## config.mk

```make
export PLATFORM = sky130hd
export DESIGN_NAME = multicycle_ctrl
export DESIGN_NICKNAME = d
export VERILOG_FILES = /design/src/rtl/multicycle_ctrl.sv
export SDC_FILE = /design/constraint.sdc
export NUM_CORES = 1
export LEC_CHECK = 0
export BUFFER_PORTS_ARGS = -buffer_cell sky130_fd_sc_hd__buf_2
export CAP_MARGIN = 40
export CORE_MARGIN = 2
export CORE_UTILIZATION = 50
export DETAILED_ROUTE_END_ITERATION = 8
export PLACE_DENSITY_LB_ADDON = 0.3
export SLEW_MARGIN = 30
export SYNTH_ARGS = -nofsm -noshare
export SYNTH_HDL_FRONTEND = slang
export SYNTH_SLANG_ARGS = --single-unit
```

## constraint.sdc

```tcl
create_clock -name clk -period 2.7 [get_ports clk]
set_input_delay 0 -clock clk [delete_from_list [all_inputs] [get_ports clk]]
set_output_delay 0 -clock clk [all_outputs]
set_load 0.02 [all_outputs]
```

## src/rtl/multicycle_ctrl.sv

```systemverilog
// Moore controller for the shared multi-cycle MIPS datapath (R-type, LW, SW, BEQ, J).
// Optional retired-instruction counter is enabled by defining RETIRE_CNT_EN.
module multicycle_ctrl #(
  parameter int WAIT_MAX = 15,
  parameter int CNT_W    = 32
) (
  input  logic             clk,
  input  logic             rst_n,
  input  logic [5:0]       opcode,
  input  logic [5:0]       func,
  input  logic             zero,
  input  logic             mem_ready,
  output logic             pc_en,
  output logic             iord,
  output logic             mem_read,
  output logic             mem_write,
  output logic             ir_write,
  output logic             regdst,
  output logic             mem2reg,
  output logic             regwrite,
  output logic             alusrca,
  output logic [1:0]       alusrcb,
  output logic             extop,
  output logic [3:0]       aluop,
  output logic [1:0]       pcsource,
  output logic             retire,
  output logic             err,
`ifdef RETIRE_CNT_EN
  output logic [CNT_W-1:0] retired_cnt,
`endif
  output logic [3:0]       state_o
);

  typedef enum logic [3:0] {
    S_IDLE   = 4'd0,
    S_FETCH  = 4'd1,
    S_DECODE = 4'd2,
    S_EXEC   = 4'd3,
    S_RWB    = 4'd4,
    S_MEMADR = 4'd5,
    S_MEMRD  = 4'd6,
    S_MEMWB  = 4'd7,
    S_MEMWR  = 4'd8,
    S_BRANCH = 4'd9,
    S_JUMP   = 4'd10,
    S_ERR    = 4'd11
  } state_t;

  localparam logic [5:0] OP_RTYPE = 6'b000000;
  localparam logic [5:0] OP_LW    = 6'b100011;
  localparam logic [5:0] OP_SW    = 6'b101011;
  localparam logic [5:0] OP_BEQ   = 6'b000100;
  localparam logic [5:0] OP_J     = 6'b000010;

  localparam logic [5:0] FN_ADD = 6'b100000;
  localparam logic [5:0] FN_SUB = 6'b100010;
  localparam logic [5:0] FN_AND = 6'b100100;
  localparam logic [5:0] FN_OR  = 6'b100101;
  localparam logic [5:0] FN_SLT = 6'b101010;

  localparam logic [3:0] ALU_ADD = 4'b0010;
  localparam logic [3:0] ALU_SUB = 4'b0110;
  localparam logic [3:0] ALU_AND = 4'b0000;
  localparam logic [3:0] ALU_OR  = 4'b0001;
  localparam logic [3:0] ALU_SLT = 4'b0111;
  localparam logic [3:0] ALU_INV = 4'b1111;

  localparam logic [7:0] WaitMax = 8'(WAIT_MAX);

  state_t     state_q, state_d;
  logic [7:0] wait_q, wait_d;
  logic       stall_state;
  logic       timeout;
  logic       func_ok;
  logic       pc_write;
  logic       pc_write_cond;

  assign stall_state = (state_q == S_FETCH) || (state_q == S_MEMRD) || (state_q == S_MEMWR);
  assign timeout     = (wait_q == WaitMax);
  assign func_ok     = (func == FN_ADD) || (func == FN_SUB) || (func == FN_AND) ||
                       (func == FN_OR)  || (func == FN_SLT);

  // Any cycle outside a stalled access clears the counter, so entry into a wait state starts at 0.
  assign wait_d = (stall_state && !mem_ready) ? wait_q + 8'd1 : 8'd0;

  always_comb begin
    state_d = state_q;
    unique case (state_q)
      S_IDLE:   state_d = S_FETCH;
      S_FETCH:  if (mem_ready) state_d = S_DECODE;
                else if (timeout) state_d = S_ERR;
      S_DECODE: begin
        if (opcode == OP_RTYPE)                        state_d = func_ok ? S_EXEC : S_ERR;
        else if (opcode == OP_LW || opcode == OP_SW)   state_d = S_MEMADR;
        else if (opcode == OP_BEQ)                     state_d = S_BRANCH;
        else if (opcode == OP_J)                       state_d = S_JUMP;
        else                                           state_d = S_ERR;
      end
      S_EXEC:   state_d = S_RWB;
      S_RWB:    state_d = S_FETCH;
      S_MEMADR: state_d = (opcode == OP_LW) ? S_MEMRD : S_MEMWR;
      S_MEMRD:  if (mem_ready) state_d = S_MEMWB;
                else if (timeout) state_d = S_ERR;
      S_MEMWB:  state_d = S_FETCH;
      S_MEMWR:  if (mem_ready) state_d = S_FETCH;
                else if (timeout) state_d = S_ERR;
      S_BRANCH: state_d = S_FETCH;
      S_JUMP:   state_d = S_FETCH;
      S_ERR:    state_d = S_ERR;
      default:  state_d = S_ERR;
    endcase
  end

  always_ff @(posedge clk) begin
    if (!rst_n) begin
      state_q <= S_IDLE;
      wait_q  <= 8'd0;
    end else begin
      state_q <= state_d;
      wait_q  <= wait_d;
    end
  end

  // Strobes decode from the current state; only FETCH/MEMWR look at mem_ready and BRANCH at zero.
  always_comb begin
    iord          = 1'b0;
    mem_read      = 1'b0;
    mem_write     = 1'b0;
    ir_write      = 1'b0;
    regdst        = 1'b0;
    mem2reg       = 1'b0;
    regwrite      = 1'b0;
    alusrca       = 1'b0;
    alusrcb       = 2'b00;
    extop         = 1'b0;
    aluop         = ALU_INV;
    pcsource      = 2'b00;
    retire        = 1'b0;
    err           = 1'b0;
    pc_write      = 1'b0;
    pc_write_cond = 1'b0;
    unique case (state_q)
      S_FETCH: begin
        mem_read = 1'b1;
        alusrcb  = 2'b01;
        aluop    = ALU_ADD;
        ir_write = mem_ready;
        pc_write = mem_ready;
      end
      S_DECODE: begin
        alusrcb = 2'b11;
        extop   = 1'b1;
        aluop   = ALU_ADD;
      end
      S_EXEC: begin
        alusrca = 1'b1;
        unique case (func)
          FN_ADD:  aluop = ALU_ADD;
          FN_SUB:  aluop = ALU_SUB;
          FN_AND:  aluop = ALU_AND;
          FN_OR:   aluop = ALU_OR;
          FN_SLT:  aluop = ALU_SLT;
          default: aluop = ALU_INV;
        endcase
      end
      S_RWB: begin
        regdst   = 1'b1;
        regwrite = 1'b1;
        retire   = 1'b1;
      end
      S_MEMADR: begin
        alusrca = 1'b1;
        alusrcb = 2'b10;
        extop   = 1'b1;
        aluop   = ALU_ADD;
      end
      S_MEMRD: begin
        mem_read = 1'b1;
        iord     = 1'b1;
      end
      S_MEMWB: begin
        mem2reg  = 1'b1;
        regwrite = 1'b1;
        retire   = 1'b1;
      end
      S_MEMWR: begin
        mem_write = 1'b1;
        iord      = 1'b1;
        retire    = mem_ready;
      end
      S_BRANCH: begin
        alusrca       = 1'b1;
        aluop         = ALU_SUB;
        pc_write_cond = 1'b1;
        pcsource      = 2'b01;
        retire        = 1'b1;
      end
      S_JUMP: begin
        pc_write = 1'b1;
        pcsource = 2'b10;
        retire   = 1'b1;
      end
      S_ERR:   err = 1'b1;
      default: ;
    endcase
  end

  assign pc_en   = pc_write | (pc_write_cond & zero);
  assign state_o = state_q;

`ifdef RETIRE_CNT_EN
  logic [CNT_W-1:0] retired_cnt_q;

  always_ff @(posedge clk) begin
    if (!rst_n) begin
      retired_cnt_q <= '0;
    end else if (retire && state_q != S_ERR) begin
      retired_cnt_q <= retired_cnt_q + 1'b1;
    end
  end

  assign retired_cnt = retired_cnt_q;
`endif

endmodule
```

==> results of run 1 <==
## registers in the layout, indices dropped and copies added, names as in the netlist
register / count
state_o: 4
wait_q: 8
## logic make-up after synthesis
logic type	count (synthesis)
and+or+nand+nor	71
AOI/OAI and AO/OA	38
buffers and inverters	15
DFF	12
xor gates and xnor gates	7
muxes	1
adders and majority gates	1
## cell type report
type	instances	area, µm²
sequential	12	240.2
fill	193	750.7
inverter	4	15.01
timing repair buffer	39	195.2
clock buffer	3	22.52
tap	27	33.78
multi-input combinational	118	724.4
## metrics by stage
stage          setup slack (ps)  hold WS (ps)  std cells  total power [mW]
2_1_floorplan              1099         116.2        145            0.3437
4_1_cts                   628.3         9.812        203            0.4986
3_3_place_gp              885.9         269.0        200            0.3916
6_report                  623.4         25.60        203            0.4940
5_1_grt                   430.1         13.75        203            0.5305
3_5_place_dp              787.3         295.4        200            0.3945
## cell usage in the layout (no fill, tap or decap), types with 2 or more instances in the layout
cell type  Yosys  final
o211ai_1       2      2
a32oi_1        2      2
inv_1          3      3
or3b_1         2      2
nand2b_1       5      5
o21ai_0        5      5
o32ai_1        2      2
o21a_1         3      3
nor3_1         3      3
clkbuf_4       0      3
a21oi_1        8      8
nor2b_1        5      5
xor2_1         2      2
nand2_1       12     12
a2bb2oi_1      2      2
and3_1         3      3
nand4_1        2      2
or3_1          2      2
nor3_2         2      2
nor4b_1        2      2
o21ai_1        2      2
buf_2          2     39
xnor2_1        5      5
nor2_1        24     24
dfxtp_1       12     12
a31oi_1        4      4
## critical path, stage by stage (launching register included)
cell     delay, ps
dfxtp_1        770
nor2b_1        530
and3_1         260
a211o_1        100
buf_2          150
## how the worst min path moves through the flow
stage                                 end  startpoint  slack (ps)
floorplan           state_o[2]$_SDFF_PN0_       rst_n         120
global placement    state_o[2]$_SDFF_PN0_       rst_n         270
detailed placement  state_o[2]$_SDFF_PN0_       rst_n         300
CTS                 state_o[2]$_SDFF_PN0_       rst_n          10
global route        state_o[2]$_SDFF_PN0_       rst_n          10
finish              state_o[2]$_SDFF_PN0_       rst_n          30
## power breakdown
| part | leakage, nW | internal (mW) | switching, mW |
|---|---|---|---|
| Clock | 0.0138 | 0.0515 | 0.0507 |
| Combinational | 0.433 | 0.0743 | 0.112 |
| Sequential | 0.0972 | 0.183 | 0.0230 |
## metal layers
metal | vias to the layer above | track usage, % | share of wire, %
met5 | - | 0 | 0
met4 | 0 | 1.389 | 0
met3 | 0 | 4.848 | 5.3
met2 | 39 | 37.78 | 46
met1 | 549 | 33.15 | 49
li1 | 588 | - | -
==> summary by stage, run 1 <==
Setup path
The terminus of the critical flop-to-flop path is state_o[1]$_SDFF_PN0_. The worst setup path is captured at an output port. For the worst setup path, the data arrival time is 2080 ps.

The cell depth of the worst flop-to-flop path is 4. The first element of the critical path is state_o[0]$_SDFF_PN0_. The kind of start point of the critical path is a register.

The critical path in this run is classified as reg -> out. In this run the worst path has a maximum fanout of 23. The data required time at the worst endpoint is 2700 ps. The setup check on the worst reg-to-reg path leaves a slack of 750 ps. The timing endpoint of the critical path is pc_en.

The origin of the critical flop-to-flop path is state_o[2]$_SDFF_PN0_.

Timing
Headroom to the max-slew limit came out at a little over half. The number of pins exceeding their max-slew limit in the final report is 0. The slew at the pin with the worst max-slew slack is 692.6 ps. For this run, the top clock speed supported by timing is 481.6 MHz.

Setup repair after global routing left no endpoint under its margin. The number of failing hold endpoints at the final stage was 0. For the final routed database, the setup TNS stands at 0 ps. The clock period could shrink to 2077 ps. The setup skew after layout is 5.545 ps. The final critical path takes up 76.91% of the cycle. The number of endpoints failing setup at the final stage is 0.

Yosys
Counting distinct cell types in the post-synthesis netlist gives 48. The synthesized area per cell is roughly 7.3 µm². The share of synthesized cell area in full adder, half adder and majority cells is 1.188%. The post-synthesis share of cell area spent on xor and xnor gates is 5.819%.

By area the synthesized netlist is led by dfxtp_1 (23%), nor2_1 (8.6%), nand2_1 (4.3%). The most area-hungry cell type in the Yosys netlist is dfxtp_1. After Yosys synthesis, and, or, nand and nor cells account for 36.70% of the synthesized area. The compound-gate portion of the synthesized area is 24.11%. The sequential element share of the synthesized area is 22.80%. The instance count of the mapped netlist is 145.

Synthesis inferred 12 register bits. nor2_1 is the most common cell in the netlist. Counting every net in the synthesized netlist gives between 150 and 200. The multiplexer area fraction after synthesis is 0.9501%. Sorting the synthesized cells by how often they occur yields nor2_1 (24), dfxtp_1 (12), nand2_1 (12), a21oi_1 (8). After synthesis the cells add up to 0.001054 mm². The largest family of logic cells by synthesized area is simple AND/OR/NAND/NOR gates. Yosys mapped a number of flops with a built-in enable equal to 0. The most frequently used flop master after synthesis is dfxtp_1.

During synthesis, Yosys emitted a total of 0 warnings. The proportion of netlist area held by the largest area contributor is a little under a quarter. The share of async-settable or async-resettable flops after synthesis is 0%.

Finish
With fillers left out, the area of the finished cells amounts to 0.001231 mm². The area added between synthesis and finish is 16.86%. The final net count is about 200.

The post-layout utilization of the core is 62.12%. The post-route netlist has 28.41% of its cells at a drive strength greater than 1. 0 antenna diodes ended up in the layout.

Job
Max-cap violations in this run came to 0.

Pwr
For this design the ratio of total power to cell area is 401.3 mW/mm². The worst-case IR drop observed on VDD is about 0.0003 V. Summed over all cells, the static leakage comes to roughly 0.54 nW.

Route
The post-detailed-route DRC marker count is 0. The detailed-routing iteration count for the pre-antenna-repair pass is 4. The routed length per placed instance is 12.89 µm.

The detailed-route vias per instance is 5.793. Across all layers, the routed design uses between 1000 and 1500 vias. For this block, the initial DRC count from the detailed router was 33.

The antenna violation net count after detailed routing is 0. The final routed wirelength across all metal layers is 2.617 mm.

Floorplan
The count of boundary I/O pins is 40. The effective utilization at floorplan is 53.16%. After floorplanning, the core was divided into 16 placement rows. The width of the die is 49.90 µm. The area of the die is 0.002490 mm². The core region is just under 0.002 mm². The y dimension of the die is 49.90 µm.

Clock network
The later pin in the worst-skew pair is clocked with a latency of about 260 ps. After clock tree synthesis, the clock-pin slew on the worst setup and hold paths is 70 ps. The number of levels in the clock H-tree is 1.

The clock sink count is 12. Counting along the longest clock path gives a buffer depth of 2. The total clock buffers created by CTS is 3. The TritonCTS clock tree is yes. The number of buffers added to fix hold violations after cts is 0. The number of setup buffers added after CTS is 0. The post-cts repair resize count is 0. The root buffer cell chosen for the clock tree is clkbuf_4.

Global routing
The number of antenna violations at the first check in global routing is 0. The global-route wire length before repair is roughly 4.7 mm. Entering global routing, the biggest net connects 24 pins. Across every metal layer, demand over resource in global routing totals between 20% and 30%. The overall overflow remaining after global route is 0. The via count of the first global-routing pass is around 1000.

Worst hold path
The number of cells on the worst hold path is 3. The worst hold path class is in -> reg.

Placed design
The number of port buffers is 39. Summed over all nets, the half-perimeter wirelength after detailed placement is 2.026 mm. The post-placement cell area is 0.001209 mm². The routability-driven placement congestion ratio is 0.8706.

Outcome
The flow ran to the end, and the final reports show no timing, DRC or antenna violations.
No activity file was read; power rests on OpenSTA's default activity.
==> run 2, diff against run 1 <==
Settings changed: CORE_UTILIZATION 50 to 48.
Clock period 2.7 ns to 2.15 ns, I/O delays scaled along.
==> run 2 against run 1 <==
Die area up 3.8%; core utilization grew 1.1 points; clock-buffer cell count up 1; routed wire length up 6.4%; highest routed layer is now met4; final area is 3.8% higher.
==> summary by stage, run 2 (synthesis gave the netlist of run 1 again) <==
Route
The detailed-route vias per instance is 5.577. Summing over every cut layer, the via total after detailed routing is 1160. After detailed routing, the average wire length per cell comes to approximately 13 µm. The final routed wirelength across all metal layers is around 2.8 mm.

For this run, design rule violations remaining after detail routing come to 0. The detailed-routing iteration count for the pre-antenna-repair pass is 4. The count of nets left with antenna violations once routing finished came out at 0. After the first detailed-routing iteration, the DRC count stood at 24.

Timing
Counting I/O delays and the setup requirement, the final critical path takes approximately 1900 ps. The number of failing hold endpoints at the final stage is 0. In this run the tightest slew margin relative to its limit is a little under three fifths. The setup skew after layout is 6.606 ps. The worst setup slack after layout is 227.4 ps. The number of endpoints failing setup at the final stage is 0. Setup repair after global routing left no endpoint under its margin.

For the pin with the worst max-slew slack, the measured transition is about 660 ps. Derived from the worst setup path, the maximum achievable clock frequency is approximately 520 MHz. In the finished design, the share of the clock period the worst path needs comes to 89.42%. The number of pins exceeding their max-slew limit in the final report is 0.

The post-route setup TNS is 0 ps.

Setup path
The classification of the worst setup path is reg -> out. STA classifies the critical path startpoint as a register. Counting cells, the worst reg-to-reg path comes to 5. The worst setup path is captured at an output port.

In this run the register-to-register setup slack is 280 ps. The largest fanout on the critical path is 15. The worst register-to-register path ends at state_o[1]$_SDFF_PN0_. The most critical setup path has its startpoint at state_o[0]$_SDFF_PN0_.

STA puts the critical path data required time at 2150 ps. The origin of the critical flop-to-flop path is state_o[1]$_SDFF_PN0_. The worst path arrival time is 1920 ps. Following the worst setup path forward leads to its endpoint at pc_en.

Pwr
In this run, the clock network consumes 26.6% of the power. The internal power of the cells totals between 0.4 and 0.5 mW. The fraction of power spent switching nets is 37.02%. IR analysis of the VDD net gives a maximum drop of between 0.0003 and 0.0004 V.

The part of the power in combinational logic is a little over a third. The net switching power is 0.2536 mW. The ratio of total power to cell area is 536.2 mW/mm². For this design the static power due to leakage is 0.5696 nW. The share of total power in sequential cells is 36.8%.

Clock network
The post-cts repair resize count is 0. In this run the number of H-tree levels came out at 1. The number of clock buffers added by TritonCTS is 3. The root buffer cell chosen for the clock tree is clkbuf_4. The clock sink count is 12. The later pin in the worst-skew pair is clocked with a latency of 280 ps. TritonCTS built the clock tree. The clock passes through at most 2 buffers. The clock input transition at the sequential cells of the worst setup and hold paths is 80 ps.

Global routing
The via count of the first global-routing pass is about 1000. The global-route total usage across every layer is 22.88%. Entering global routing, the biggest net connects 22 pins. The number of antenna violations at the first check in global routing is 0.

The first global-routing pass estimated approximately 4.6 mm of wire. For this run the aggregate overflow at the end of global routing stands at 0.

Placed design
The congestion estimate from routability-driven global placement came to 0.9063. In this run, placement finished with an instance count of just over 200. The worst setup timing slack at the placement stage is 353.1 ps. After legalization and detailed placement, the total HPWL measured between 2 and 2.5 mm. The number of port buffers is 39.

Worst hold path
The worst hold path class is in -> reg. Along the worst hold path, the cell count comes to 3.

Finish
The number of flip-flops under the largest register name is 8. Leaving out fill and tap cells, the most frequent cells in the layout are buf_2 (39), nor2_1 (24), nand2_1 (12), dfxtp_1 (12), a21oi_1 (8). The number of antenna repair diodes is 0.

Leaving out fill and tap cells, the most frequent cell in the layout is buf_2. The post-route netlist has 29.83% of its cells at a drive strength greater than 1. The final cell count without fillers is about 210. The final net count is ~200.

The number of fillers in the final layout is ~190. The largest register by flop count is wait_q. The area growth from synthesis to layout is 21.26%.

Floorplan
The die is 50.85 µm tall. The width of the die is 50.85 µm. The die covers 0.002586 mm². In this run the count of I/O pins placed on the die edge is 40. The floorplan has 16 rows.

The area of the core region is 0.002022 mm². The effective utilization at floorplan is 52.10%.

Job
The number of maximum-capacitance violations is 0.

Outcome
The flow ran to the end, and the final reports show no timing, DRC or antenna violations.
[run 2: cell count changes in the layout (fill, tap and decap cells not counted), sizes merged]
cell         delta
clkbuf          +1
dlygate4sd3     +1
buf             +3
[run 2: metal layers]
metal | track usage (%) | wire length (µm) | share of wire [%] | vias to the layer above
li1 | - | - | - | 588
met1 | 30.67 | 1324 | 48 | 532
met2 | 37.72 | 1281 | 46 | 38
met3 | 5.556 | 164 | 5.9 | 2
met4 | 4.054 | 13 | 0.47 | 0
met5 | 0 | 0 | 0 | -
[run 2: layout make-up]
cell class / instances / area, µm² / area share [%]
Multi-Input combinational cell: 118 / 724.4 / 56.71
Clock buffer: 4 / 36.28 / 2.840
Sequential cell: 12 / 240.2 / 18.80
Tap cell: 27 / 33.78 / 2.644
Timing Repair Buffer: 43 / 227.7 / 17.83
Inverter: 4 / 15.01 / 1.175
[run 2: worst max-delay path, stage by stage, from the launching register on]
cell and delay (ps):
dfxtp_1 630, nor2b_1 510, and3_1 260, a211o_1 100
buf_2 150
[run 2: how the worst min path moves through the flow]
stage,start,end
after floorplan,rst_n,state_o[2]$_SDFF_PN0_
after global placement,rst_n,state_o[2]$_SDFF_PN0_
after detailed placement,rst_n,state_o[2]$_SDFF_PN0_
after CTS,opcode[3],state_o[3]$_SDFF_PN0_
after global routing,opcode[3],state_o[3]$_SDFF_PN0_
final,opcode[3],state_o[3]$_SDFF_PN0_
[run 2: stage by stage]
stage          utilization, %  hold slack [ps]  instance area, µm²  total power [mW]
3_5_place_dp            60.89            276.1                1231            0.5030
6_report                63.18            77.49                1277            0.6850
2_1_floorplan               -            116.2                1054            0.4316
5_1_grt                 63.18            113.9                1277            0.7226
4_1_cts                 63.18            66.46                1277            0.6836
3_3_place_gp            60.89            268.4                1231            0.4971
[run 2: power by group through the flow]
stage               combinational, mW  sequential (mW)  clock, mW
finish                          0.251            0.252      0.183
global route                    0.271            0.254      0.197
CTS                             0.249            0.251      0.184
detailed placement              0.247            0.256          0
global placement                0.242            0.255          0
floorplan                       0.184            0.248          0
[run 2: what timing repair did]
action / 4_1_cts / 5_1_grt
endpoints found under the hold margin: 1 / 0
endpoints found under the setup margin: 0 / 0
hold buffers: 1 / 0
buffers inserted: 0 / 0
